`src/rtl/fetch_unit.sv`:
```
// Instruction fetch stage: issues in-order word fetches, buffers returned words with
// their PCs for decode, and on redirect flushes the buffer and drops stale responses.
module fetch_unit #(
  parameter logic [31:0] RESET_PC = 32'h0000_0000,
  parameter int unsigned DEPTH    = 4
) (
  input  logic        clk_i,
  input  logic        rst_ni,
  output logic        imem_req_valid_o,
  input  logic        imem_req_ready_i,
  output logic [31:0] imem_req_addr_o,
  input  logic        imem_rsp_valid_i,
  input  logic [31:0] imem_rsp_data_i,
  input  logic        redirect_i,
  input  logic [31:0] redirect_pc_i,
  output logic        instr_valid_o,
  input  logic        instr_ready_i,
  output logic [31:0] instr_o,
  output logic [31:0] pc_o,
  output logic [31:0] pc_plus4_o
);
  localparam int unsigned CW      = $clog2(DEPTH + 1);
  localparam int unsigned PW      = $clog2(DEPTH);
  localparam logic [CW:0] DEPTH_W = (CW + 1)'(DEPTH);
  localparam logic [31:0] NOP     = 32'h0000_0013;

  typedef struct packed {
    logic [31:0] pc;
    logic [31:0] instr;
  } entry_t;

  logic [31:0]   fetch_pc;
  logic [31:0]   rsp_pc;
  logic [CW-1:0] outstanding;
  logic [CW-1:0] drop_cnt;
  logic [CW-1:0] count;
  logic [PW-1:0] wr_ptr;
  logic [PW-1:0] rd_ptr;
  entry_t        fifo_q [DEPTH];

  logic [CW:0]   credit;
  logic [CW-1:0] outstanding_nxt;
  logic [31:0]   target;
  logic          req_fire;
  logic          rsp_fire;
  logic          push;
  logic          pop;
  entry_t        head;

  // Credit covers both in-flight requests and buffered words, so a push never overflows.
  always_comb begin
    credit           = {1'b0, outstanding} + {1'b0, count};
    imem_req_valid_o = rst_ni && (credit < DEPTH_W);
    imem_req_addr_o  = fetch_pc;
    req_fire         = imem_req_valid_o && imem_req_ready_i;
    rsp_fire         = imem_rsp_valid_i && (outstanding != '0);
    push             = rsp_fire && !redirect_i && (drop_cnt == '0);
    instr_valid_o    = (count != '0);
    pop              = instr_valid_o && instr_ready_i;
    outstanding_nxt  = outstanding + CW'(req_fire) - CW'(rsp_fire);
    target           = redirect_pc_i & ~32'h0000_0003;
    head             = fifo_q[rd_ptr];
    instr_o          = instr_valid_o ? head.instr : NOP;
    pc_o             = instr_valid_o ? head.pc : 32'h0000_0000;
    pc_plus4_o       = pc_o + 32'd4;
  end

  // Redirect wins: everything still in flight at the end of the cycle becomes stale.
  always_ff @(posedge clk_i or negedge rst_ni) begin
    if (!rst_ni) begin
      fetch_pc    <= RESET_PC;
      rsp_pc      <= RESET_PC;
      outstanding <= '0;
      drop_cnt    <= '0;
      count       <= '0;
      wr_ptr      <= '0;
      rd_ptr      <= '0;
    end else begin
      outstanding <= outstanding_nxt;
      if (redirect_i) begin
        fetch_pc <= target;
        rsp_pc   <= target;
        drop_cnt <= outstanding_nxt;
        count    <= '0;
        wr_ptr   <= '0;
        rd_ptr   <= '0;
      end else begin
        if (req_fire) begin
          fetch_pc <= fetch_pc + 32'd4;
        end
        if (rsp_fire && (drop_cnt != '0)) begin
          drop_cnt <= drop_cnt - CW'(1);
        end
        if (push) begin
          wr_ptr <= wr_ptr + PW'(1);
          rsp_pc <= rsp_pc + 32'd4;
        end
        if (pop) begin
          rd_ptr <= rd_ptr + PW'(1);
        end
        count <= count + CW'(push) - CW'(pop);
      end
    end
  end

  // Buffer storage needs no reset; occupancy alone decides what is valid.
  always_ff @(posedge clk_i) begin
    if (push) begin
      fifo_q[wr_ptr] <= '{pc: rsp_pc, instr: imem_rsp_data_i};
    end
  end

endmodule

```
`config.mk`:
```
export PLATFORM = sky130hd
export DESIGN_NAME = fetch_unit
export DESIGN_NICKNAME = d
export VERILOG_FILES = /design/src/rtl/fetch_unit.sv
export SDC_FILE = /design/constraint.sdc
export NUM_CORES = 1
export LEC_CHECK = 0
export ABC_AREA = 1
export ABC_CLOCK_PERIOD_IN_PS = 5400
export BUFFER_PORTS_ARGS = -buffer_cell sky130_fd_sc_hd__buf_2
export CELL_PAD_IN_SITES_DETAIL_PLACEMENT = 0
export CELL_PAD_IN_SITES_GLOBAL_PLACEMENT = 1
export CORE_ASPECT_RATIO = 1.4
export CORE_MARGIN = 1.5
export CORE_UTILIZATION = 42
export DETAILED_ROUTE_END_ITERATION = 10
export GPL_TIMING_DRIVEN = 0
export PLACE_DENSITY = 0.86
export SLEW_MARGIN = 20
export SYNTH_ARGS = -nofsm -noshare
export SYNTH_HDL_FRONTEND = slang
export SYNTH_SLANG_ARGS = --single-unit
```
`constraint.sdc`:
```
create_clock -name clk_i -period 5.4 [get_ports clk_i]
set_input_delay 1.08 -clock clk_i [delete_from_list [all_inputs] [get_ports clk_i]]
set_output_delay 1.08 -clock clk_i [all_outputs]
set_load 0.01 [all_outputs]
```
; Word level (Yosys, flattened, before mapping)
; Memory sizes are Yosys's and may differ from the RTL's.
; Cells that the tools add are included.
[totals]
ram_bits = 256
n_memories = 1
out_inout_bits = 130
register_bits = 77
[op_classes]
n_reduce_logical = 16
add_sub_neg = 11
order_cmp = 1
mux = 15
[mem_list]
columns = memory, words, word_bits, rd, rd_clocked_by_memory_dff, wr, line
row1 = fifo_q, 4, 64, 1, 0, 1, 39  ; entry_t fifo_q [DEPTH];
[op_table]
columns = operator, count
row1 = 2-to-1 mux 32 bit, 6
row2 = adder 32 x 3 -> 32 bit (second input constant), 3
row3 = 2-to-1 mux 3 bit, 3
row4 = nonzero test 3 bit, 3
row5 = 2-to-1 mux 2 bit, 4
row6 = nonzero test 2 bit, 4
row7 = logical AND 1 bit, 7
row8 = adder 3 x 1 -> 3 bit, 2
row9 = subtractor 3 x 1 -> 3 bit, 2
row10 = adder 2 x 1 -> 2 bit (second input constant), 2
row11 = adder 3 x 3 -> 4 bit, 1
row12 = less-than comparator 4 x 3 -> 1 bit (second input constant), 1
row13 = logical NOT 3 bit, 1
row14 = subtractor 3 x 1 -> 3 bit (second input constant), 1
row15 = 2-to-1 mux 1 bit, 2
row16 = logical NOT 1 bit, 1

; Longest topological paths before layout
; Gate-level depths: netlist (run 1).
[logic_depth]
ltp_word = 7
mapped_depth = 15
mapped_depth_nobuf = 15

; Worst setup path before layout (run 1)
; No wires, ideal clock.
[synth_timing]
kind = input-to-reg
from = in redirect_i
to = mem fifo_q[0][0] (netlist bit) (enable)
t_arrival_ns = 4.432
path_buffers = 2
setup_slack_ns = 0.486
stages = 5
setup_ns = 0.482
cell_sequence = clkbuf_1 > nor3b_1 > nand2_1 > clkbuf_1 > nor2_1
[synth_between]
elab_chain_len = 5
[synth_lines]
columns = item, line
row1 = start: declaration, 14  ; input logic redirect_i,
row2 = logical NOT 1 bit, 57  ; push = rsp_fire && !redirect_i && (drop_cnt == '0);
row3 = logical AND 1 bit (2 in series), 57
row4 = 2-to-1 mux 1 bit, 108  ; if (push) begin
row5 = 2-to-1 mux 1 bit (not written as such), 109  ; fifo_q[wr_ptr] <= '{pc: rsp_pc, instr: imem_rsp_data_i};
row6 = end: declaration, 39
; Every way passes these cells.

; Final worst setup path (run 1)
[layout_timing]
from = reg count[1]
to = out pc_plus4_o[16]
[layout_between]
elab_chain_len = 3
[layout_lines]
columns = item, line
row1 = start: declaration, 36  ; logic [CW-1:0] count;
row2 = start signal: assignment, 101  ; count <= count + CW'(push) - CW'(pop);
row3 = nonzero test 3 bit, 58  ; instr_valid_o = (count != '0);
row4 = 2-to-1 mux 32 bit, 64  ; pc_o = instr_valid_o ? head.pc : 32'h0000_0000;
row5 = adder 32 x 3 -> 32 bit, 65  ; pc_plus4_o = pc_o + 32'd4;
row6 = end: declaration, 20  ; output logic [31:0] pc_plus4_o
; Every way passes these cells.

==> results of run 1 <==
-- worst max-delay path by stage --
stage                     depth (start not counted)        endpoint       start
after floorplan                                   5    fifo_q[0][0]  redirect_i
after global placement                            5   fifo_q[3][15]  redirect_i
after detailed placement                         12  pc_plus4_o[12]    count[1]
after CTS                                        12  pc_plus4_o[12]    count[1]
after global routing                             12  pc_plus4_o[12]    count[1]
final                                            12  pc_plus4_o[16]    count[1]
-- cells in the final DEF (no fill, tap or decap), types with 3 or more instances in the layout --
| cell | netlist | final |
|---|---|---|
| nand3_1 | 124 | 124 |
| nor2_1 | 244 | 240 |
| conb_1 | 1 | 6 |
| nand3_2 | 7 | 7 |
| clkinv_2 | 0 | 6 |
| dfrtp_1 | 73 | 73 |
| nand2_2 | 21 | 21 |
| inv_2 | 8 | 8 |
| clkinv_1 | 1 | 7 |
| edfxtp_1 | 248 | 248 |
| clkbuf_16 | 0 | 30 |
| inv_1 | 122 | 122 |
| buf_2 | 21 | 210 |
| bufinv_16 | 0 | 4 |
| clkbuf_1 | 21 | 26 |
| buf_12 | 0 | 6 |
| xor2_1 | 39 | 39 |
| nand4_1 | 21 | 21 |
| a21oi_1 | 46 | 46 |
| o211ai_1 | 21 | 21 |
| o21bai_1 | 5 | 5 |
| buf_6 | 8 | 8 |
| ha_1 | 15 | 15 |
| buf_4 | 16 | 17 |
| nand2_1 | 462 | 462 |
| nor2_4 | 17 | 21 |
| buf_1 | 6 | 6 |
| xnor2_1 | 8 | 8 |
| nor2_2 | 23 | 23 |
| o311ai_0 | 3 | 3 |
| o21ai_0 | 96 | 96 |
| o221ai_1 | 6 | 6 |
| nor3_1 | 19 | 19 |
| buf_16 | 0 | 7 |
-- area by class of cell --
class                           count  area share (%)
Multi-Input combinational cell   1201            30.8
Tap cell                          473            3.13
Inverter                          133            2.67
Clock inverter                     19            1.20
Buffer                             72            2.20
Clock buffer                       37            4.21
Sequential cell                   321            49.0
Timing Repair Buffer              203            6.70
Antenna cell                        1          0.0132
-- critical path, stage by stage (launching register included) --
cell      delay (ns)
dfrtp_1         0.43
nor2_1          0.19
nand2_2         0.13
inv_4           0.24
buf_4           0.30
clkbuf_1        0.57
a21oi_1         0.15
ha_1            0.28
nand3_4         0.16
nor2_4          0.08
nand2_1         0.09
xor2_1          0.19
buf_2           0.17
-- power breakdown --
group / internal, W / switching, W / total [W]
sequential: 0.00288 / 0.000226 / 0.00311
clock: 0.00125 / 0.000913 / 0.00216
combinational: 0.00101 / 0.00203 / 0.00304
total: 0.00514 / 0.00317 / 0.00830
-- stage by stage --
stage               cell area [µm²]  hold slack, ns  total power, W
global placement              17500           0.538         0.00613
floorplan                     16000           0.496         0.00500
global route                  18900           0.446         0.00877
detailed placement            17900           0.559         0.00620
CTS                           18900           0.415         0.00835
finish                        18900           0.434         0.00830
-- logic make-up (layout without fill, tap and decap cells) --
logic type      after synthesis  after routing  share of synthesized area (%)
simple gates                947            947                           25.7
flops                       321            321                           58.0
buf+inv                     205            464                           5.76
compound gates              184            184                           6.48
xor+xnor                     47             47                           2.58
fa+ha+maj                    17             17                           1.43
other cells                   1              7                         0.0235
-- sequential cells by signal, summed over array words and instances (netlist names) --
| name | count |
|---|---|
| fifo_q | 248 |
| imem_req_addr_o | 30 |
| rsp_pc | 30 |
| count | 3 |
| drop_cnt | 3 |
| outstanding | 3 |
| rd_ptr | 2 |
| wr_ptr | 2 |
-- metal layers --
layer  global-route usage, %  up-vias  part of all wire [%]  wire (µm)
met4                    8.05        0                   2.5       1120
met2                    42.4      384                    53      23500
met5                       0        -                     0          0
met3                    2.21       70                   4.8       2120
met1                    27.1     6135                    40      17800
li1                        -     6216                     -          -
-- cell usage after synthesis, types with 23 or more instances --
library cell and number:
a21oi_1 46, dfrtp_1 73, edfxtp_1 248, inv_1 122
nand2_1 462, nand3_1 124, nor2_1 244, nor2_2 23
o21ai_0 96, xor2_1 39
==> metrics.cfg, run 1 <==
[status]
status = complete, no violations

[finish]
utilization_pct = 50.4
seqCellArea_um2 = 9270
fin_nets = 2049
syn_to_final_growth_pct = 18.4
layout.cells.non_filler = 2460
drive_gt1_share_pct = 19.0
nFillCells = 3439
multi_input_area_um2 = 5830

[logic_synthesis]
synth_sequential_area_ratio_pct = 58.0
async_reset_ff_share_pct = 22.7
syn_area_per_cell_um2 = 9.28
synth_ff_type = edfxtp_1
netlist.area_leader.share_pct = 46.6
synth-edff-count = 248
syn_inst = 1722
ys.warnings.count = 0
yosysUniqueCellTypes = 44
yosys.area.top_type = edfxtp_1
synthTopCellsByArea = edfxtp_1, dfrtp_1, nand2_1
ys_ff_latch = 321
synth_area_um2 = 16000

[clocking]
cts_buffers = 30
cts_root_buffer = clkbuf_16
cts_resized = 0
cts_tree = done
insertion_delay_ns = 0.59
holdBufCountCts = 0
clk_pin_slew_worst_paths_ns = 0.07
cts_setup_buffers = 0
clk_path_buf_depth = 3
cts.sinks = 321
htree_levels = 1

[drt]
routedWlPerCell_um = 18.1
first_pass_iters = 5
drt_wl_total_um = 44500
drc = 0
vias_per_cell = 5.21
ant_nets = 0
drtIter0Drc = 1036
vias = 12800

[place]
hpwl_um = 33400
place_inst = 2403
io_buffers = 190
post-place-ws_ns = 1.17
gp_congestion = 0.898

[timing]
worst_pin_slew_ns = 0.977
rsz0062_at_grt = no
setup_viol = 0
period_minus_slack_ns = 4.68
setup_ws_ns = 0.718
slew_headroom_pct = 34.9
clock.fmax_mhz = 214
finClkSkew_ns = 0.0437
fin_crit_sh_pct = 86.7
slew_violations = 0
hold_viol = 0
fin_tns_setup_ns = 0

[critical_path]
worstSetupEndpointType = output port
worstSetupPathType = reg2out
cp_max_fo = 10
regToRegSetupSlack_ns = 2.34
reg2reg_depth = 10
startpoint_type = flop
worstPathArrival_ns = 3.60
r2r_start = outstanding[1]
rr_endpoint = count[2]
required_ns = 4.32

[power_and_ir_drop]
p_leak_nw = 7.82
ir_worst_vdd_mv = 0.312
power-per-cell-area_nw_per_um2 = 439

[die]
start_util_pct = 42.6
rows = 84
dieArea_um2 = 39200
fp.dieH_um = 234
die_x_um = 168
io_pins = 200
core_area_um2 = 37500

[global_route]
grt_start_max_net_pins = 49
grt_usage_pct = 22.7
grt_antenna_before_repair = 1
grt_pass1_wl_um = 68300
gr-total-overflow = 0
grt_pass1_vias = 12300

[worst_hold_path]
min_path_type = in2async

[job]
max_cap_viol_count = 0

(Power assumes the default switching activity.)
==> inputs of run 2 (changes only) <==
--- a/config.mk
+++ b/config.mk
@@ -11,9 +11,10 @@
 export CELL_PAD_IN_SITES_DETAIL_PLACEMENT = 0
 export CELL_PAD_IN_SITES_GLOBAL_PLACEMENT = 1
 export CORE_ASPECT_RATIO = 1.4
-export CORE_MARGIN = 1.5
+export CORE_MARGIN = 1
 export CORE_UTILIZATION = 42
 export DETAILED_ROUTE_END_ITERATION = 10
+export GPL_ROUTABILITY_DRIVEN = 0
 export GPL_TIMING_DRIVEN = 0
 export PLACE_DENSITY = 0.86
 export SLEW_MARGIN = 20
==> constraint.sdc (replaced) <==
create_clock -name clk_i -period 5.4 [get_ports clk_i]
set_input_delay 0.27 -clock clk_i [delete_from_list [all_inputs] [get_ports clk_i]]
set_output_delay 0.27 -clock clk_i [all_outputs]
set_load 0.01 [all_outputs]
==> run 2 against run 1 <==
Against the previous run:
- combinational power barely moved
- final cell count is 2.0% higher
- sequential cell count unchanged
- routed wire length up 0.80%
- worst hold slack worse by 0.41 ns
- clock power grew 2%
- largest cell class unchanged
==> metrics.cfg, run 2 (synthesized netlist as in run 1, its figures left out) <==
[global_route]
grt_antenna_before_repair = 0  ; -1
grt_pass1_wl_um = 69200  ; +1.3%
grt_usage_pct = 23.1  ; +0.41 points
grt_pass1_vias = 12600  ; +2.2%
grt_start_max_net_pins = 54  ; +10%
gr-total-overflow = 0  ; unchanged

[die]
dieArea_um2 = 38800  ; -1.0%
fp.dieH_um = 233  ; -0.43%
rows = 84  ; unchanged
start_util_pct = 42.6  ; unchanged
io_pins = 200  ; unchanged
die_x_um = 167  ; -0.60%
core_area_um2 = 37500  ; unchanged

[drt]
drt_wl_total_um = 44900  ; +0.80%
drtIter0Drc = 1007  ; -2.8%
vias = 13000  ; +1.4%
vias_per_cell = 5.17  ; -0.58%
first_pass_iters = 6  ; +1
routedWlPerCell_um = 17.9  ; -1.2%
drc = 0  ; unchanged
ant_nets = 0  ; unchanged

[finish]
layout_common_cells = nand2_1, edfxtp_1, nor2_1
fin_nets = 2101  ; +2.5%
nFillCells = 3364  ; -2.2%
top_register = fifo_q
diodes = 0  ; -1
drive_gt1_share_pct = 18.5  ; -0.53 points
syn_to_final_growth_pct = 21.4
layout_commonest_cell = nand2_1
utilization_pct = 51.7  ; +1.3 points
postLayoutCellArea_um2 = 19400  ; +2.6%
multi_input_area_um2 = 5830  ; unchanged
largest_register_ffs = 248  ; unchanged
seqCellArea_um2 = 9270  ; unchanged

[critical_path]
cp.buffers_inverters = 4  ; unchanged
critical_path.cell_chain = nor2_1, nand2_2, inv_4, buf_4, clkbuf_1, a21oi_1, ha_1, nand3_4, nor2_4, nand2_2, nor2_1, nand2_1, nand2_1, buf_2
cp_max_fo = 10  ; unchanged
required_ns = 5.13  ; +0.81 ns
crit_slowest_cell = clkbuf_1
worstSetupEndpointType = output port
cp_top_family = buffers and inverters
worstSetupPathType = reg2out
critical-path-max-stage-delay_ns = 0.64  ; +0.07 ns
worstPathArrival_ns = 3.62  ; +0.02 ns
startpoint_type = flop

[clocking]
cts_buffers = 30  ; unchanged
cts_tree = done
htree_levels = 1  ; unchanged
cts.sinks = 321  ; unchanged
clk_pin_slew_worst_paths_ns = 0.07  ; about the same
clk_path_buf_depth = 3  ; unchanged
cts_setup_buffers = 0  ; unchanged
insertion_delay_ns = 0.57  ; -0.02 ns
cts_root_buffer = clkbuf_16

[timing]
fin_crit_sh_pct = 72.0  ; -15 points
period_minus_slack_ns = 3.89  ; -0.795 ns
hold_ws_ns = 0.0197  ; -0.415 ns
fin_tns_setup_ns = 0  ; unchanged
slew_headroom_pct = 39.1  ; +4.2 points
setup_viol = 0  ; unchanged
clock.fmax_mhz = 257  ; +20%
worst_pin_slew_ns = 0.913  ; -0.0635 ns
hold_viol = 0  ; unchanged
slew_violations = 0  ; unchanged
finClkSkew_ns = 0.0100  ; -0.0337 ns
rsz0062_at_grt = no

[worst_hold_path]
min_path_type = in2reg

[power_and_ir_drop]
p_leak_nw = 8.03  ; +2.6%
ir_worst_vdd_mv = 0.276  ; -12%
power-per-cell-area_nw_per_um2 = 432  ; -1.6%

[status]
status = complete, no violations

[place]
placed_cell_area_um2 = 17800  ; -0.31%
io_buffers = 190  ; unchanged
hpwl_um = 32400  ; -3.0%

[job]
max_cap_viol_count = 0  ; unchanged

[run 2: final cells by class]
type	instances	area share [%]
Sequential cell	321	47.8
Multi-Input combinational cell	1201	30.1
Timing Repair Buffer	255	9.03
Clock buffer	37	4.11
Tap cell	473	3.05
Inverter	133	2.60
Buffer	72	2.15
Clock inverter	18	1.22
[run 2: timing repair]
action / in CTS / in global routing
hold endpoints to repair: 230 / 0
gates resized for setup: 0 / 0
hold buffers: 54 / 0
[run 2: stage by stage]
step	total power, W	setup slack (ns)	cells
after floorplan	0.00500	1.16	1727
after global placement	0.00612	-1.24	2390
after detailed placement	0.00620	2.00	2401
after CTS	0.00842	1.41	2510
after global routing	0.00885	1.21	2510
final	0.00838	1.51	2510
[run 2: routing by layer]
metal | up-vias | wire length (µm) | part of all wire [%] | GRT usage, %
met5 | - | 0 | 0 | 0
met4 | 0 | 1320 | 2.9 | 8.42
met3 | 87 | 2530 | 5.6 | 2.43
met2 | 494 | 23300 | 52 | 42.3
met1 | 6109 | 17700 | 40 | 27.9
li1 | 6299 | - | - | -
[run 2: where the power goes]
| group | internal, W | switching [W] | total [W] |
|---|---|---|---|
| sequential | 0.00288 | 0.000227 | 0.00311 |
| combinational | 0.00103 | 0.00203 | 0.00306 |
| clock | 0.00129 | 0.000923 | 0.00221 |
| total | 0.00520 | 0.00318 | 0.00838 |
[run 2: final timing paths]
kind,from,end,slack (ns),cells after the start
max in group asynchronous,rst_ni,imem_req_addr_o[29],4.64,3
hold / removal,redirect_pc_i[3],imem_req_addr_o[3],0.02,3
hold reg to reg,imem_req_addr_o[25],imem_req_addr_o[25],0.57,2
min in group asynchronous,rst_ni,wr_ptr[0],0.15,2
setup / recovery,count[1],pc_plus4_o[20],1.51,14
setup reg to reg,outstanding[1],count[2],2.42,10
[run 2: worst min-delay path: stages]
cell	delay (ns)
buf_2	0.11
nand2_1	0.09
a31oi_1	0.09
